`src/rtl/bcd_to_bin.sv`:
```
// Iterative BCD-to-binary converter (reverse double-dabble), one bit per clock.
// States: IDLE wait for start | SHIFT shift + nibble correction | DONE one-cycle result pulse
module bcd_to_bin #(
  parameter int DIGITS = 2,
  parameter int BIN_W  = 7
) (
  input  logic                  clk,
  input  logic                  resetn,
  input  logic                  start,
  input  logic [4*DIGITS-1:0]   bcd_in,
  output logic                  busy,
  output logic                  done,
  output logic [BIN_W-1:0]      bin_out,
  output logic                  err
);

  localparam int SR_W  = 4*DIGITS + BIN_W;
  localparam int CNT_W = $clog2(BIN_W + 1);

  typedef enum logic [1:0] {
    S_IDLE,
    S_SHIFT,
    S_DONE
  } state_t;

  state_t             r_state;
  state_t             w_state_nxt;
  logic [SR_W-1:0]    r_sreg;
  logic [SR_W-1:0]    w_shifted;
  logic [SR_W-1:0]    w_sreg_nxt;
  logic [CNT_W-1:0]   r_cnt;
  logic [BIN_W-1:0]   r_bin;
  logic               r_err;
  logic               w_invalid;
  logic               w_last;

  always_comb begin
    w_invalid = 1'b0;
    for (int i = 0; i < DIGITS; i++) begin
      if (bcd_in[4*i +: 4] > 4'd9) w_invalid = 1'b1;
    end
  end

  // Shift right, then pull 3 off every BCD nibble that landed at 8 or above.
  always_comb begin
    w_shifted  = r_sreg >> 1;
    w_sreg_nxt = w_shifted;
    for (int i = 0; i < DIGITS; i++) begin
      if (w_shifted[BIN_W + 4*i +: 4] >= 4'd8)
        w_sreg_nxt[BIN_W + 4*i +: 4] = w_shifted[BIN_W + 4*i +: 4] - 4'd3;
    end
  end

  assign w_last = (r_cnt == CNT_W'(BIN_W - 1));

  always_comb begin
    w_state_nxt = r_state;
    case (r_state)
      S_IDLE:  if (start) w_state_nxt = w_invalid ? S_DONE : S_SHIFT;
      S_SHIFT: if (w_last) w_state_nxt = S_DONE;
      S_DONE:  w_state_nxt = S_IDLE;
      default: w_state_nxt = S_IDLE;
    endcase
  end

  always_ff @(posedge clk or negedge resetn) begin
    if (!resetn) r_state <= S_IDLE;
    else         r_state <= w_state_nxt;
  end

  always_ff @(posedge clk or negedge resetn) begin
    if (!resetn) begin
      r_sreg <= '0;
      r_cnt  <= '0;
      r_bin  <= '0;
      r_err  <= 1'b0;
    end else begin
      case (r_state)
        S_IDLE: begin
          if (start && w_invalid) begin
            r_bin <= '0;
            r_err <= 1'b1;
          end else if (start) begin
            r_sreg <= {bcd_in, {BIN_W{1'b0}}};
            r_cnt  <= '0;
          end
        end
        S_SHIFT: begin
          r_sreg <= w_sreg_nxt;
          r_cnt  <= r_cnt + CNT_W'(1);
          if (w_last) begin
            r_bin <= w_sreg_nxt[BIN_W-1:0];
            r_err <= 1'b0;
          end
        end
        default: ;
      endcase
    end
  end

  assign busy    = (r_state == S_SHIFT);
  assign done    = (r_state == S_DONE);
  assign bin_out = r_bin;
  assign err     = r_err;

endmodule

```
`config.mk`:
```
export PLATFORM = sky130hd
export DESIGN_NAME = bcd_to_bin
export DESIGN_NICKNAME = d
export VERILOG_FILES = /design/src/rtl/bcd_to_bin.sv
export SDC_FILE = /design/constraint.sdc
export NUM_CORES = 1
export LEC_CHECK = 0
export CORE_UTILIZATION = 40
export DETAILED_ROUTE_END_ITERATION = 12
export PLACE_DENSITY_LB_ADDON = 0.05
export SYNTH_ARGS = -nofsm -noshare
export SYNTH_HDL_FRONTEND = slang
export SYNTH_SLANG_ARGS = --single-unit
```
`constraint.sdc`:
```
create_clock -name clk -period 1.9 [get_ports clk]
set_clock_uncertainty 0.1 [all_clocks]
set_input_delay 0.475 -clock clk [delete_from_list [all_inputs] [get_ports clk]]
set_output_delay 0.475 -clock clk [all_outputs]
set_load 0.03 [all_outputs]
```
==> Yosys cells after proc, flatten, opt, wreduce, memory -nomap -nowiden <==
Cells that the tools add are included.
{ "classes": {"add_sub_neg": 3, "magnitude_cmp": 4, "n_eq_ne": 7, "mux": 20, "reduce_logical": 6} }
{ "ops": {"columns": ["operator", "n"], "rows": [
  ["$mux 15", 2],
  ["$pmux 15 s2", 1],
  ["$mux 7", 2],
  ["$pmux 7 s2", 1],
  ["$gt 4x4->1 const B", 2],
  ["$mux 4", 2],
  ["$mux 2", 3],
  ["$mux 3", 2],
  ["$ne 2x2->1 const B", 3],
  ["$pmux 3 s2", 1],
  ["$reduce_and 3->1", 2],
  ["$ge 3x4->1 const B", 1],
  ["$ge 4x4->1 const B", 1],
  ["$mux 1", 4],
  ["$pmux 2 s2", 1],
  ["$sub 3x2->4 const B", 1],
  ["$sub 4x2->4 const B", 1],
  ["$add 3x1->3 const B", 1],
  ["$eq 3x3->1 const B", 1],
  ["$eq 2x1->1 const B", 1],
  ["$eq 2x2->1 const B", 1],
  ["$logic_not 2->1", 1],
  ["$ne 2x1->1 const B", 1],
  ["$pmux 1 s2", 1],
  ["other kinds (3)", 3]
]} }
{ "word_totals": {"ff_bits": 28, "wordCells": 45} }

==> Depth between registers and ports, before layout <==
{ "depth": {"ltp_word": 6, "mapped_depth": 7} }

==> Worst setup path before layout <==
No wires, ideal clock.
{ "synth_timing": {"path_type": "reg2out", "start": "register r_state[1]", "end": "output port busy", "arrival_time_ns": 1.058, "required_ns": 1.325, "slack_ns": 0.267, "stages_incl_launch_ff": 5, "cell_sequence": "dfrtp_1 > nand2b_1 > buf_4 > inv_2 > buf_2"} }
{ "synth_via": {"elab_chain_cells": 1} }
{ "synth_rtl": {"columns": ["item", "line_no", "source"], "rows": [
  ["from (decl)", "26", "state_t r_state;"],
  ["from (signal assigned)", "68", "else r_state <= w_state_nxt;"],
  ["$eq 2x1->1", "101", "assign busy = (r_state == S_SHIFT);"],
  ["to (decl)", "11", "output logic busy,"]
]} }
Every way passes these cells.

==> Worst setup path in the final report <==
{ "layout_timing": {"start": "register r_state[0]", "end": "output port busy"} }
Same word-level chain as after synthesis.

==> impl_results.md <==
- Num CTS Buffers: 3
- Async SR Flop Fraction: 100%
- Setup TNS: 0 ns
- Initial DRT Pass Iterations: 4
- Clock latency on the worst-skew pair: 0.33 ns
- Peak VDD IR: 0.540 mV
- Mapped Nets: 146
- Crit path time final: 1.83 ns
- HPWL after DPL: 1900 µm
- Pwr Total: 2050 µW
- Root buffer cell: clkbuf_4
- Fin nets: 175
- Largest net degree at the start of global routing: 28
- Layout cell share with drive strength beyond 1: 19.5%
- Hold buffers post-CTS: 0
- First-pass GRT wire length: 4470 µm
- Most common cell after layout, fill and taps aside: nand2_1
- Initial Util: 42.3%
- Status: finished, final reports clean
- Max-cap violations: 0
- Drt first-iter violations: 38
- Synth Cell Area: 1300 µm²
- Crit path largest cell delay: 0.56 ns
- Post-synthesis cell type count: 30
- Hold Path Class: input port to async pin
- Most frequent cells in the layout: nand2_1 (28), dfrtp_1 (26), nand3_1 (12), buf_4 (12), clkdlybuf4s50_1 (10)
- Antenna diodes: 0
- FP Rows: 20
- Final setup viols: 0
- Worst path slowest cell: dfrtp_1
- FF+latch count, synth: 27
- Kind of critical path: register to output port
- Synthesized instance count: 131
- CTS tree: done
- Initial antenna violation count: 0
- PD cells: 1280 nW/µm²
- GP Congestion: 0.814
- Max H-tree Level: 1
- WL per Instance: 13.3 µm
- Die Ht: 59.0 µm
- CP Launch Type: register
- Via/cell ratio: 5.03
- Final Cycle Share: 96.6%
- Yosys warns: 0
- CP cell instances: nand2b_1, inv_2, buf_4
- Max-slew violation count: 0
- RSZ-0062 raised after global routing: false
- Area Growth Syn to Fin: 23.5%
- # DRC: 0
- CTS Buffer Depth: 2
- Worst Tran Pin Value: 0.339 ns
- Full die area: 3490 µm²
- Via count: 1021
- FMAX: 545 MHz
- Worst Path Required: 1.32 ns
- Detail Route Antenna Nets: 0
- IO Port Bufs: 20
- Core area: 3080 µm²
- Relative slew slack: 77.4%
- # clock sinks: 27
- Static Leak: 0.000783 µW
- Gr ovfl total: 0
- Post-Syn Area per Cell: 9.93 µm²
- # IOs: 21
- Post-CTS resize count: 8
- Top FF cell, synth: dfrtp_1
- Number of global-route vias before repair: 948
- Crit. End Element: output port
- Sequential share of the synthesized area: 51.9%
- Hold Vio Cnt, Final: 0
- Post-CTS setup buffers: 0
- Crit path DAT: 1.26 ns
- Critical-path maximum fanout: 9
- GRT Total Usage: 17.4%
- Post-synth EDFFs: 0
- Worst-path clk slew: 0.15 ns
- Die W: 59.0 µm
- Routed wire length: 2700 µm
-- synth_stat cells (2+ instances only) --
cell type | n | area share [%]
nand2b_1 | 2 | 0.96
o21ai_2 | 2 | 1.3
xnor2_1 | 2 | 1.3
inv_1 | 5 | 1.4
o211ai_1 | 3 | 1.7
o21ai_0 | 9 | 3.5
a21oi_1 | 3 | 1.2
nand2_1 | 28 | 8.1
nor2_1 | 5 | 1.4
nand3_1 | 12 | 4.6
dfrtp_1 | 27 | 52
buf_4 | 2 | 1.2
ha_1 | 4 | 3.8
a22o_2 | 7 | 5.4
and3_1 | 2 | 0.96
buf_6 | 3 | 2.6
mux2i_1 | 2 | 1.5
-- critical path: cells and delay by family (launching register included) --
family | cells | cell delay, ns
simple gates | 1 | 0.14
flops | 1 | 0.56
buf+inv | 2 | 0.22
-- final timing paths --
check | end | slack, ns | from | cells past startpoint
setup / recovery | busy | 0.07 | r_state[0] | 3
hold / removal | bin_out[0] | 0.39 | resetn | 2
setup reg to reg | bin_out[5] | 0.33 | r_state[0] | 4
hold reg to reg | r_sreg[12] | 0.41 | r_sreg[13] | 2
max in group asynchronous | r_state[1] | 1.04 | resetn | 2
min in group clk | r_sreg[12] | 0.41 | r_sreg[13] | 2
-- per-stage QoR --
step                      hold WS [ns]  utilization [%]  cells  instance area, µm²  worst slack [ns]
after CTS                        0.407             52.2    203                1610            0.0425
after global placement           0.377             51.6    199                1590            -0.115
after floorplan                 0.0794                -    131                1300             0.267
final                            0.394             52.2    203                1610            0.0651
after global routing             0.420             52.2    203                1610           0.00421
after detailed placement         0.385             51.6    199                1590            -0.127
-- report_power, final --
part	leakage [µW]	switching (µW)	total [µW]	internal, µW
registers	0.000353	198	970	773
clock network	0.0000177	180	259	79.2
logic	0.000412	458	819	361
total	0.000783	836	2050	1210
-- state kept, by name, indices dropped and copies added, names as in the netlist --
register	flops
r_sreg	14
r_state	2
err	1
r_cnt	3
bin_out	7
-- cell families after synthesis --
group	after synthesis	synth area share [%]
AND/OR/NAND/NOR	54	19.0
AO/OA/AOI/OAI	28	15.4
flip-flops	27	51.9
buffers and inverters	13	6.25
adder cells (fa/ha/maj)	4	3.85
XOR/XNOR	3	2.02
multiplexers	2	1.54
-- layout make-up --
cell class                 count  area (µm²)
fill                         304        1470
timing repair buffer          31         280
clock inverter                 1        5.00
multi-input combinational     91         544
tap                           44        55.1
clock buffer                   3        22.5
sequential                    27         677
inverter                       6        22.5
-- metal layers --
layer | vias to the layer above | wire (µm) | share of wire (%) | GRT usage, %
li1 | 501 | - | - | -
met1 | 488 | 1330 | 49 | 24.1
met2 | 28 | 1220 | 45 | 26.9
met3 | 4 | 99 | 3.7 | 2.62
met4 | 0 | 51 | 1.9 | 8.16
met5 | - | 0 | 0 | 0
Power figures use the tool's default switching activity.
